$ cat src/rtl/intra_pkg.sv
// Shared constants and helpers for the angular intra-prediction filter paths.
// The clip function maps a signed filtered value to the unsigned sample range.
package intra_pkg;

  localparam int BD     = 8;
  localparam int SHIFT  = 6;
  localparam int ROUND  = 1 << (SHIFT - 1);
  localparam int ROW    = 16;
  localparam int IDX_W  = $clog2(ROW);
  localparam int CNT_W  = IDX_W + 1;
  localparam int SMAX   = (1 << BD) - 1;

  typedef logic [BD-1:0]         sample_t;
  typedef sample_t [ROW-1:0]     row_t;

  function automatic sample_t clip_bd(input logic signed [31:0] v);
    if (v < 0)
      return '0;
    if (v > SMAX)
      return '1;
    return v[BD-1:0];
  endfunction

endpackage

$ cat src/rtl/intra_round_clip.sv
// Combinational round (+ROUND), arithmetic normalisation shift and clip to BD bits.
// Shared by every filter path that needs the same normalisation.
module intra_round_clip
  import intra_pkg::*;
#(
  parameter int IW = 19
) (
  input  logic signed [IW-1:0] sum_i,
  output sample_t              r_o
);

  logic signed [IW:0] sum_ext;
  logic signed [IW:0] rnd;
  logic signed [IW:0] shf;
  logic signed [31:0] shf32;

  // One guard bit keeps the rounding add from wrapping at the positive extreme.
  assign sum_ext = {sum_i[IW-1], sum_i};
  assign rnd     = sum_ext + $signed((IW + 1)'(ROUND));
  assign shf     = rnd >>> SHIFT;
  assign shf32   = {{(32 - IW - 1){shf[IW]}}, shf};
  assign r_o     = clip_bd(shf32);

endmodule

$ cat src/rtl/intra_filter_sum_pack.sv
// Sums four signed tap products per sample, rounds/clips to BD bits and packs
// up to ROW samples per output row; the whole 3-stage pipe freezes on backpressure.
module intra_filter_sum_pack
  import intra_pkg::*;
#(
  parameter int PW = 16
) (
  input  logic                 clk,
  input  logic                 rst,
  input  logic                 in_valid,
  output logic                 in_ready,
  input  logic                 in_last,
  input  logic signed [PW-1:0] p0,
  input  logic signed [PW-1:0] p1,
  input  logic signed [PW-1:0] p2,
  input  logic signed [PW-1:0] p3,
  output logic                 out_valid,
  input  logic                 out_ready,
  output logic [ROW*BD-1:0]    out_row,
  output logic [4:0]           out_count
);

  localparam int AW = PW + 2;
  localparam int SW = PW + 3;

  logic                 stall;
  logic                 v1_q, last1_q, v2_q, last2_q;
  logic signed [AW-1:0] a_d, b_d, a_q, b_q;
  logic signed [SW-1:0] s_d;
  sample_t              r_d, r_q;
  logic [IDX_W-1:0]     idx_q, idx_d;
  row_t                 lane_q, lane_d, row_q, row_d;
  logic [CNT_W-1:0]     cnt_q, cnt_d;
  logic                 ov_q, ov_d;

  assign stall     = ov_q & ~out_ready;
  assign in_ready  = ~stall;
  assign out_valid = ov_q;
  assign out_row   = row_q;
  assign out_count = cnt_q;

  // S1: pairwise tap sums
  assign a_d = {{(AW - PW){p0[PW-1]}}, p0} + {{(AW - PW){p1[PW-1]}}, p1};
  assign b_d = {{(AW - PW){p2[PW-1]}}, p2} + {{(AW - PW){p3[PW-1]}}, p3};

  // S2: final sum, round, shift, clip
  assign s_d = {a_q[AW-1], a_q} + {b_q[AW-1], b_q};

  intra_round_clip #(.IW(SW)) u_round_clip (
    .sum_i (s_d),
    .r_o   (r_d)
  );

  // S3: lane packing and output row register
  always_comb begin
    lane_d = lane_q;
    idx_d  = idx_q;
    row_d  = row_q;
    cnt_d  = cnt_q;
    ov_d   = ov_q;
    if (!stall) begin
      ov_d = 1'b0;
      if (v2_q) begin
        lane_d[idx_q] = r_q;
        if (idx_q == IDX_W'(ROW - 1) || last2_q) begin
          // Lanes above idx are already zero because the buffer is cleared per row.
          row_d  = lane_d;
          cnt_d  = {1'b0, idx_q} + CNT_W'(1);
          ov_d   = 1'b1;
          idx_d  = '0;
          lane_d = '0;
        end else begin
          idx_d = idx_q + IDX_W'(1);
        end
      end
    end
  end

  always_ff @(posedge clk) begin
    if (rst) begin
      v1_q    <= 1'b0;
      last1_q <= 1'b0;
      v2_q    <= 1'b0;
      last2_q <= 1'b0;
      idx_q   <= '0;
      lane_q  <= '0;
      row_q   <= '0;
      cnt_q   <= '0;
      ov_q    <= 1'b0;
    end else begin
      if (!stall) begin
        v1_q    <= in_valid;
        last1_q <= in_last;
        v2_q    <= v1_q;
        last2_q <= last1_q;
      end
      idx_q  <= idx_d;
      lane_q <= lane_d;
      row_q  <= row_d;
      cnt_q  <= cnt_d;
      ov_q   <= ov_d;
    end
  end

  always_ff @(posedge clk) begin
    if (!stall) begin
      a_q <= a_d;
      b_q <= b_d;
      r_q <= r_d;
    end
  end

endmodule

$ cat config.mk
export PLATFORM = sky130hd
export DESIGN_NAME = intra_filter_sum_pack
export DESIGN_NICKNAME = d
export VERILOG_FILES = /design/src/rtl/intra_pkg.sv /design/src/rtl/intra_round_clip.sv /design/src/rtl/intra_filter_sum_pack.sv
export SDC_FILE = /design/constraint.sdc
export NUM_CORES = 1
export LEC_CHECK = 0
export BUFFER_PORTS_ARGS = -buffer_cell sky130_fd_sc_hd__buf_2
export CAP_MARGIN = 25
export CORE_UTILIZATION = 58
export CTS_CLUSTER_DIAMETER = 100
export DETAILED_ROUTE_END_ITERATION = 7
export PLACE_DENSITY = 0.81
export RECOVER_POWER = 25
export SETUP_SLACK_MARGIN = 0.05
export SLEW_MARGIN = 30
export SYNTH_ARGS = -nofsm -noshare
export SYNTH_HDL_FRONTEND = slang
export SYNTH_SLANG_ARGS = --single-unit
$ cat constraint.sdc
create_clock -name clk -period 7.9 [get_ports clk]
set_input_delay 1.185 -clock clk [delete_from_list [all_inputs] [get_ports clk]]
set_output_delay 1.185 -clock clk [all_outputs]
set_load 0.005 [all_outputs]
After elaboration in Yosys (flattened, before gate mapping)
Index checks and enable logic that the tools add are counted.
- reductions and logical operators: 4
- eq/ne operators: 1
- $lt $le $gt $ge: 4
- bitwise gates (word level): 3
- multiplexer cells: 14
- add/sub/neg operators: 6
- operators by type and width (cell ; count):
    bitwise mux 128 bit ; 1
    two-way mux 128 bit ; 1
    two-way mux 8 bit ; 5
    adder 16 x 16 -> 17 bit ; 2
    demux 8 bit (select 4 bit) ; 1
    adder 18 x 7 -> 19 bit (second input constant) ; 1
    adder 17 x 17 -> 18 bit ; 1
    > comparator 14 x 9 -> 1 bit (second input constant) ; 1
    < comparator 14 x 1 -> 1 bit (second input constant) ; 1
    adder 4 x 1 -> 5 bit (second input constant) ; 1
    < comparator 4 x 5 -> 1 bit (second input constant) ; 1
    two-way mux 1 bit ; 5
    adder 4 x 1 -> 4 bit (second input constant) ; 1
    equality test 4 bit (second input constant) ; 1
    greater-or-equal comparator 4 x 1 -> 1 bit (second input constant) ; 1
    two-way mux 4 bit ; 1
    AND reduction 3 bit ; 1
    NOT 1 bit ; 2
    AND reduction 2 bit ; 1
    bitwise AND 1 bit ; 1
    logical AND 1 bit ; 1
    logical OR 1 bit ; 1
- output and inout bits: 135
- bits in registers: 312

Longest topological paths before layout
Gate-level depths: netlist of the first run.
- depth in word-level cells: 7
- depth in mapped cells: 12

Hierarchy
Synthesis of the first run repeated with hierarchy kept, for this count alone.
- cell total of the unflattened synthesis: 1619
- area total of the unflattened synthesis: 14541.4 µm²
- by module, submodules not included (module ; cells each ; instances ; area an instance (µm²) ; sequential area each (µm²)):
    intra_filter_sum_pack ; 1578 ; 1 ; 14282.4 ; 6666.4
    intra_round_clip ; 41 ; 1 ; 259.0 ; 0.0

Worst setup path after synthesis of the first run
Ideal clock, no wire load.
- path kind: in2reg
- start: input p0[0]
- end: register a_q[14], data pin
- data required time: 7.635 ns
- library setup time: 0.265 ns
- path buffers: 0
- arrival time: 3.157 ns
- stages: 11
- setup slack: 4.478 ns
- cells stage by stage: ha_1 inv_1 fa_1 nor2b_4 o31a_1 o211ai_2 a21oi_2 a2111oi_2 nor3_1 a2111oi_2 nor3_2
- longest elaborated chain between the ends: 1
- RTL lines (item ; line ; RTL):
    from (decl) ; intra_filter_sum_pack.sv:13 ; input logic signed [PW-1:0] p0,
    adder 16 x 16 -> 17 bit ; intra_filter_sum_pack.sv:43 ; assign a_d = {{(AW - PW){p0[PW-1]}}, p0} + {{(AW - PW){p1[PW-1]}}, p1};
    named net a_d[14] ; intra_filter_sum_pack.sv:28 ; logic signed [AW-1:0] a_d, b_d, a_q, b_q;
    to (signal assigned) ; intra_filter_sum_pack.sv:107 ; a_q <= a_d;
    to (decl) ; intra_filter_sum_pack.sv:28 ;
The timed path passes the listed nets, and every way through them passes these cells.
A chain may end at the register's enable or synchronous reset.

Worst setup path after layout of the first run
- start: input out_ready
- end: register lane_q[120] (netlist name)
- longest elaborated chain between the ends: 4
- RTL lines (item ; line ; RTL):
    from (decl) ; intra_filter_sum_pack.sv:18 ; input logic out_ready,
    NOT 1 bit ; intra_filter_sum_pack.sv:36 ; assign stall = ov_q & ~out_ready;
    bitwise AND 1 bit ; intra_filter_sum_pack.sv:36 ;
    NOT 1 bit (no line) ; -- ;
    AND reduction 2 bit (no line) ; -- ;
    to (signal assigned) ; intra_filter_sum_pack.sv:98 ; lane_q <= lane_d;
    to (decl) ; intra_filter_sum_pack.sv:32 ; row_t lane_q, lane_d, row_q, row_d;
No other way between the ends.

==> metrics.yaml, run 1 <==
route:
  dr_total_vias: 12000
  wl_mm: 33.6
  drc: 0
  dr.pass1.iters: 5
  drt_iter0_drc: 1017
  ant_nets: 0
  wl_per_cell_um: 16.7
  vias_per_cell: 5.95
clock_network:
  clock-sinks: 312
  cts_resized: 0
  max-clock-path-buffers: 3
  clockRootBuffer: "clkbuf_16"
  tritoncts: "done"
  numCtsBuffers: 31
  path_clk_slew_ps: 60
  postCtsSetupBuffers: 0
  clock_latency_ps: 540
  ctsHtreeMaxLevel: 1
  hold_buffers: 0
power_and_ir_drop:
  power_density_mw_per_mm2: 245
  total_leakage_power_nw: 6.17
  vdd_drop_max_mv: 0.162
grt:
  first_global_vias: 10900
  grt.overflow.total: 0
  grt_pass1_wl_mm: 53.4
  grt_max_degree: 162
  antenna_found_initial: 1
  track_usage_pct: 26.4
sta:
  final.period_utilization_pct: 67.6
  timing.slew.headroom_pct: -76.6
  period_needed_ps: 5340
  tns_ps: 0
  tightest_slew_ps: 2650
  setup_viol: 0
  skew_ps: 8.48
  whs_ps: 459
  fmax_ghz: 0.187
  rsz0062_at_grt: "no"
  worst_slack_ps: 2560
  drv_slew: 51
  hold_viol_final: 0
hold_path:
  holdPathStages: 1
  hold_path.class: "reg -> reg"
  min_from: "lane_q[121]"
  whs_endpoint: "lane_q[121]"
critical_path:
  startpoint_type: "input pin"
  crit_path_cell_trace: "buf_2 -> nand2b_2 -> clkbuf_1 -> nand2_1 -> nor2_4 -> buf_12 -> nor2_1 -> and2_1"
  r2r_cells: 7
  worst_r2r_startpoint: "out_valid"
  worstPathArrival_ps: 5780
  worst-path-max-fanout: 161
  worstSetupPathType: "in -> reg"
  max_stage_delay_ps: 1860
  slowest_stage: "clkbuf_1"
  reg2reg_to: "lane_q[120]"
  cp-end-kind: "flip-flop"
  r2r_setup_slack_ps: 2970
  critPathRequiredTime_ps: 8340
synthesis:
  synth-edff-count: 42
  synth.distinct_cells: 56
  synth_top_area_share_pct: 38.3
  yosys_warnings: 0
  synthArstFlopShare_pct: 0
  synthCells: 1529
  ys_seq_area_share_pct: 47.2
  ys_ff_latch: 312
  synth_nets: 1668
  syn-mean-instance-area_sq_um: 9.24
  synth_area_leaders: "dfxtp_1 (38%), edfxtp_1 (8.9%), nor2_1 (8.3%), a22oi_1 (6.4%), ha_1 (6.0%)"
  yosys.area.top_type: "dfxtp_1"
  synth.cell_area_sq_mm: 0.0141
  synth-main-ff-cell: "dfxtp_1"
cells_and_area:
  drive_above_1_share_pct: 14.2
  antenna_cells: 0
  final_common_cell: "nor2_1"
  area_growth_pct: 14.4
  nets: 1805
  most-common-layout-cells: "nor2_1 (312), dfxtp_1 (270), buf_2 (160)"
  design_area_sq_mm: 0.0161
  stdcell_count: 2009
floorplan:
  coreArea_sq_mm: 0.0237
  dieHeight_um: 158
  die_area_sq_mm: 0.0250
  initial_utilization_pct: 59.6
  rows: 56
  die_width_um: 158
  io_pins: 204
place:
  post-place-cells: 1952
  numPortBuffers: 203
  pre_cts_slack_ps: 3850
  placed_cell_area_sq_mm: 0.0152
  hpwl_mm: 21.7
  place.gp.congestion: 0.847
outcome:
  violations: "capacitance limit, slew limit"
  status: "finished, violations left"
job:
  maxCapViolCount: 1
## layer usage
layer	share of wire (%)	vias to the layer above	GRT usage (%)
met5	0.030	-	0
met4	3.0	2	9.07
met3	7.4	79	3.97
met2	47	462	45.4
met1	42	5595	33.8
li1	-	5819	-
## worst max-delay path, delay by kind of cell
kind	cells	cell delay, ps
buffers and inverters	3	2390
and+or+nand+nor	5	2050
## sequential cells by signal, summed over array words and instances, names as in the netlist
register	count
v1_q	1
v2_q	1
out_count	5
out_row	128
r_q	8
out_valid	1
last2_q	1
b_q	17
idx_q	4
lane_q	128
a_q	17
last1_q	1
## synth_stat cells (2+ instances only)
cell type,number
o21ai_1,9
o21a_1,18
and3_1,9
o21bai_1,2
a211o_1,2
o22ai_1,2
xor2_1,4
nand2_1,93
inv_1,22
ha_1,68
edfxtp_1,42
a22oi_1,121
nand3b_1,2
mux2i_1,69
or2_2,2
a31oi_1,3
nor3_1,15
nand2b_1,4
fa_1,2
o21ai_0,9
buf_2,16
dfxtp_1,270
buf_1,3
a21oi_1,26
clkbuf_2,3
clkbuf_1,94
a2111oi_2,2
a211oi_1,69
nand3_1,76
a311oi_1,65
a31oi_2,2
a21o_1,20
o2111ai_1,2
xnor2_1,25
o211ai_1,3
nor2b_1,8
nor2_1,313
and2_1,15
o41ai_2,2
## how the worst max path moves through the flow
stage                          from           to  slack, ps  cells after the start
after floorplan               p0[0]      a_q[14]       4480                     11
after global placement    out_ready  out_row[67]       4040                      8
after detailed placement  out_ready  out_row[77]       3850                      8
after CTS                  idx_q[0]  out_row[68]       4280                      8
after global routing      out_ready  out_row[87]       2120                      8
final                     out_ready  lane_q[120]       2560                      8
## kinds of logic after synthesis
kind of cell | share of synthesized area [%]
buf+inv | 3.84
simple gates | 16.2
fa+ha+maj | 6.31
compound gates | 19.7
mux | 4.97
xor+xnor | 1.80
flops | 47.2
## power breakdown
group / internal (W) / leakage (nW) / total [W] / switching, W
clock: 0.000798 / 0.475 / 0.00139 / 0.000587
sequential: 0.00169 / 2.62 / 0.00176 / 0.0000668
combinational: 0.000273 / 3.08 / 0.000805 / 0.000532
## per-stage QoR
step                power [W]  util [%]
floorplan             0.00232         -
CTS                   0.00395      68.4
global route          0.00411      68.2
detailed placement    0.00258      64.3
global placement      0.00255      64.3
finish                0.00395      68.2
## final cells by class
class | instances | area, sq um
sequential | 312 | 6670
fill | 1904 | 7530
timing repair buffer | 220 | 1110
multi-input combinational | 1079 | 6930
inverter | 22 | 82.6
clock inverter | 12 | 78.8
clock buffer | 45 | 880
tap | 319 | 399
No activity file was read; power rests on OpenSTA's default activity.
==> inputs of run 2 (changes only) <==
--- a/config.mk
+++ b/config.mk
@@ -7,10 +7,10 @@
 export LEC_CHECK = 0
 export BUFFER_PORTS_ARGS = -buffer_cell sky130_fd_sc_hd__buf_2
 export CAP_MARGIN = 25
-export CORE_UTILIZATION = 58
+export CORE_UTILIZATION = 57
 export CTS_CLUSTER_DIAMETER = 100
 export DETAILED_ROUTE_END_ITERATION = 7
-export PLACE_DENSITY = 0.81
+export PLACE_DENSITY = 0.8
 export RECOVER_POWER = 25
 export SETUP_SLACK_MARGIN = 0.05
 export SLEW_MARGIN = 30
==> constraint.sdc (replaced) <==
create_clock -name clk -period 5.1 [get_ports clk]
set_input_delay 0.765 -clock clk [delete_from_list [all_inputs] [get_ports clk]]
set_output_delay 0.765 -clock clk [all_outputs]
set_load 0.005 [all_outputs]
==> run 2 against run 1 <==
Compared with the run above: critical endpoint is now lane_q[117]; routed wire length rose by 0.97%; sequential share of layout area shrank 0.27 points; die area increased by 1.7%; power grew 57%; critical path depth shrank 1; setup slack worse by 1600 ps; the flow still finishes with violations (capacitance limit, slew limit); final cell count is 0.15% higher; clock power rose by 61%; sequential power increased by 55%.
==> metrics.yaml, run 2 (synthesis results as in run 1) <==
outcome:
  status: "finished, violations left"
  violations: "capacitance limit, slew limit"
cells_and_area:
  area_growth_pct: 15.1
  most-common-layout-cells: "nor2_1 (312), dfxtp_1 (270), buf_2 (189)"
  fin_util_pct: 66.8  # -1.3 points
  final_common_cell: "nor2_1"
  drive_above_1_share_pct: 16.2  # +2.0 points
  stdcell_count: 2012  # +0.15%
  nets: 1802  # -0.17%
sta:
  setup_viol: 0  # unchanged
  skew_ps: 9.94  # +1.46 ps
  tightest_slew_ps: 2450  # -198 ps
  timing.slew.headroom_pct: -63.4  # +13 points
  fmax_ghz: 0.242
  period_needed_ps: 4130
  rsz0062_at_grt: "no"
  tns_ps: 0  # unchanged
  hold_viol_final: 0  # unchanged
  final.period_utilization_pct: 80.9
  drv_slew: 48  # -5.9%
power_and_ir_drop:
  power_density_mw_per_mm2: 381  # +56%
  total_leakage_power_nw: 6.33  # +2.6%
  vdd_drop_max_mv: 0.269  # +67%
grt:
  first_global_vias: 11000  # +1.2%
  grt.overflow.total: 0  # unchanged
  grt_max_degree: 145  # -10%
  antenna_found_initial: 2  # +1
  grt_pass1_wl_mm: 54.1  # +1.3%
  track_usage_pct: 25.6  # -0.78 points
clock_network:
  clockRootBuffer: "clkbuf_16"
  hold_buffers: 0  # unchanged
  tritoncts: "done"
  max-clock-path-buffers: 3  # unchanged
  clock-sinks: 312  # unchanged
  path_clk_slew_ps: 70  # about the same
  clock_latency_ps: 550  # about the same
  numCtsBuffers: 30  # -3.2%
  cts_resized: 0  # unchanged
  ctsHtreeMaxLevel: 1  # unchanged
  postCtsSetupBuffers: 0  # unchanged
critical_path:
  worstSetupPathType: "reg -> reg"
  worst-path-max-fanout: 22  # -86%
  worstPathArrival_ps: 4610  # -1170 ps
  cp-end-kind: "flip-flop"
  startpoint_type: "flip-flop"
  critPathRequiredTime_ps: 5580  # -2760 ps
place:
  post-place-cells: 1955  # +0.15%
  numPortBuffers: 203  # unchanged
  place.gp.congestion: 0.814  # -3.8%
  hpwl_mm: 21.7  # -0.14%
job:
  maxCapViolCount: 1  # unchanged
route:
  dr_total_vias: 11900  # -0.30%
  drt_iter0_drc: 1021  # +0.39%
  wl_mm: 33.9  # +0.97%
  drc: 0  # unchanged
  dr.pass1.iters: 6  # +1
  wl_per_cell_um: 16.9  # +0.82%
  ant_nets: 0  # unchanged
  vias_per_cell: 5.92  # -0.45%
floorplan:
  rows: 57  # +1.8%
  io_pins: 204  # unchanged
  dieHeight_um: 159  # +0.86%
  coreArea_sq_mm: 0.0243  # +2.7%
  die_width_um: 159  # +0.86%
  die_area_sq_mm: 0.0254  # +1.7%
  initial_utilization_pct: 58.1  # -1.6 points
hold_path:
  hold_path.class: "in -> reg"
[run 2: where the power goes]
group	internal (W)	switching, W	leakage, nW
sequential	0.00262	0.0000954	2.62
clock	0.00133	0.000913	0.513
combinational	0.000424	0.000810	3.20
[run 2: worst max-delay path, stage by stage (launching register included)]
cell,delay (ps)
dfxtp_1,380
ha_1,490
and3_1,510
nor2_2,800
nand2_1,820
nor2_1,730
a22oi_1,180
nor2_1,140
[run 2: through the flow]
step | hold slack (ps) | area, sq um | setup slack [ps] | power, W
after floorplan | 429 | 14100 | 2100 | 0.00359
after global placement | 443 | 15200 | 1280 | 0.00395
after global routing | 466 | 16300 | 761 | 0.00644
final | 456 | 16300 | 972 | 0.00619
after detailed placement | 444 | 15200 | 1130 | 0.00399
after CTS | 437 | 16300 | 1070 | 0.00621
[run 2: metal layers]
metal | vias up | global-route usage [%] | routed length (um) | share of wire [%]
met3 | 87 | 4.25 | 2450 | 7.2
li1 | 5812 | - | - | -
met4 | 0 | 10.4 | 1210 | 3.6
met5 | - | 0 | 0 | 0
met2 | 471 | 43.6 | 16100 | 48
met1 | 5551 | 32.5 | 14100 | 42
[run 2: cell type report]
type	count	area (sq um)
antenna	2	5.00
clock buffer	50	1000
inverter	22	82.6
timing repair buffer	218	1140
sequential	312	6670
fill	1935	8060
multi-input combinational	1079	6930
tap	324	405
clock inverter	5	26.3
[run 2: final timing paths]
kind | start | endpoint | slack, ps | cells after the start
max | idx_q[0] | lane_q[117] | 970 | 7
min | in_last | last1_q | 460 | 3
max reg2reg | idx_q[0] | lane_q[117] | 970 | 7
min reg2reg | out_count[1] | out_count[1] | 460 | 2
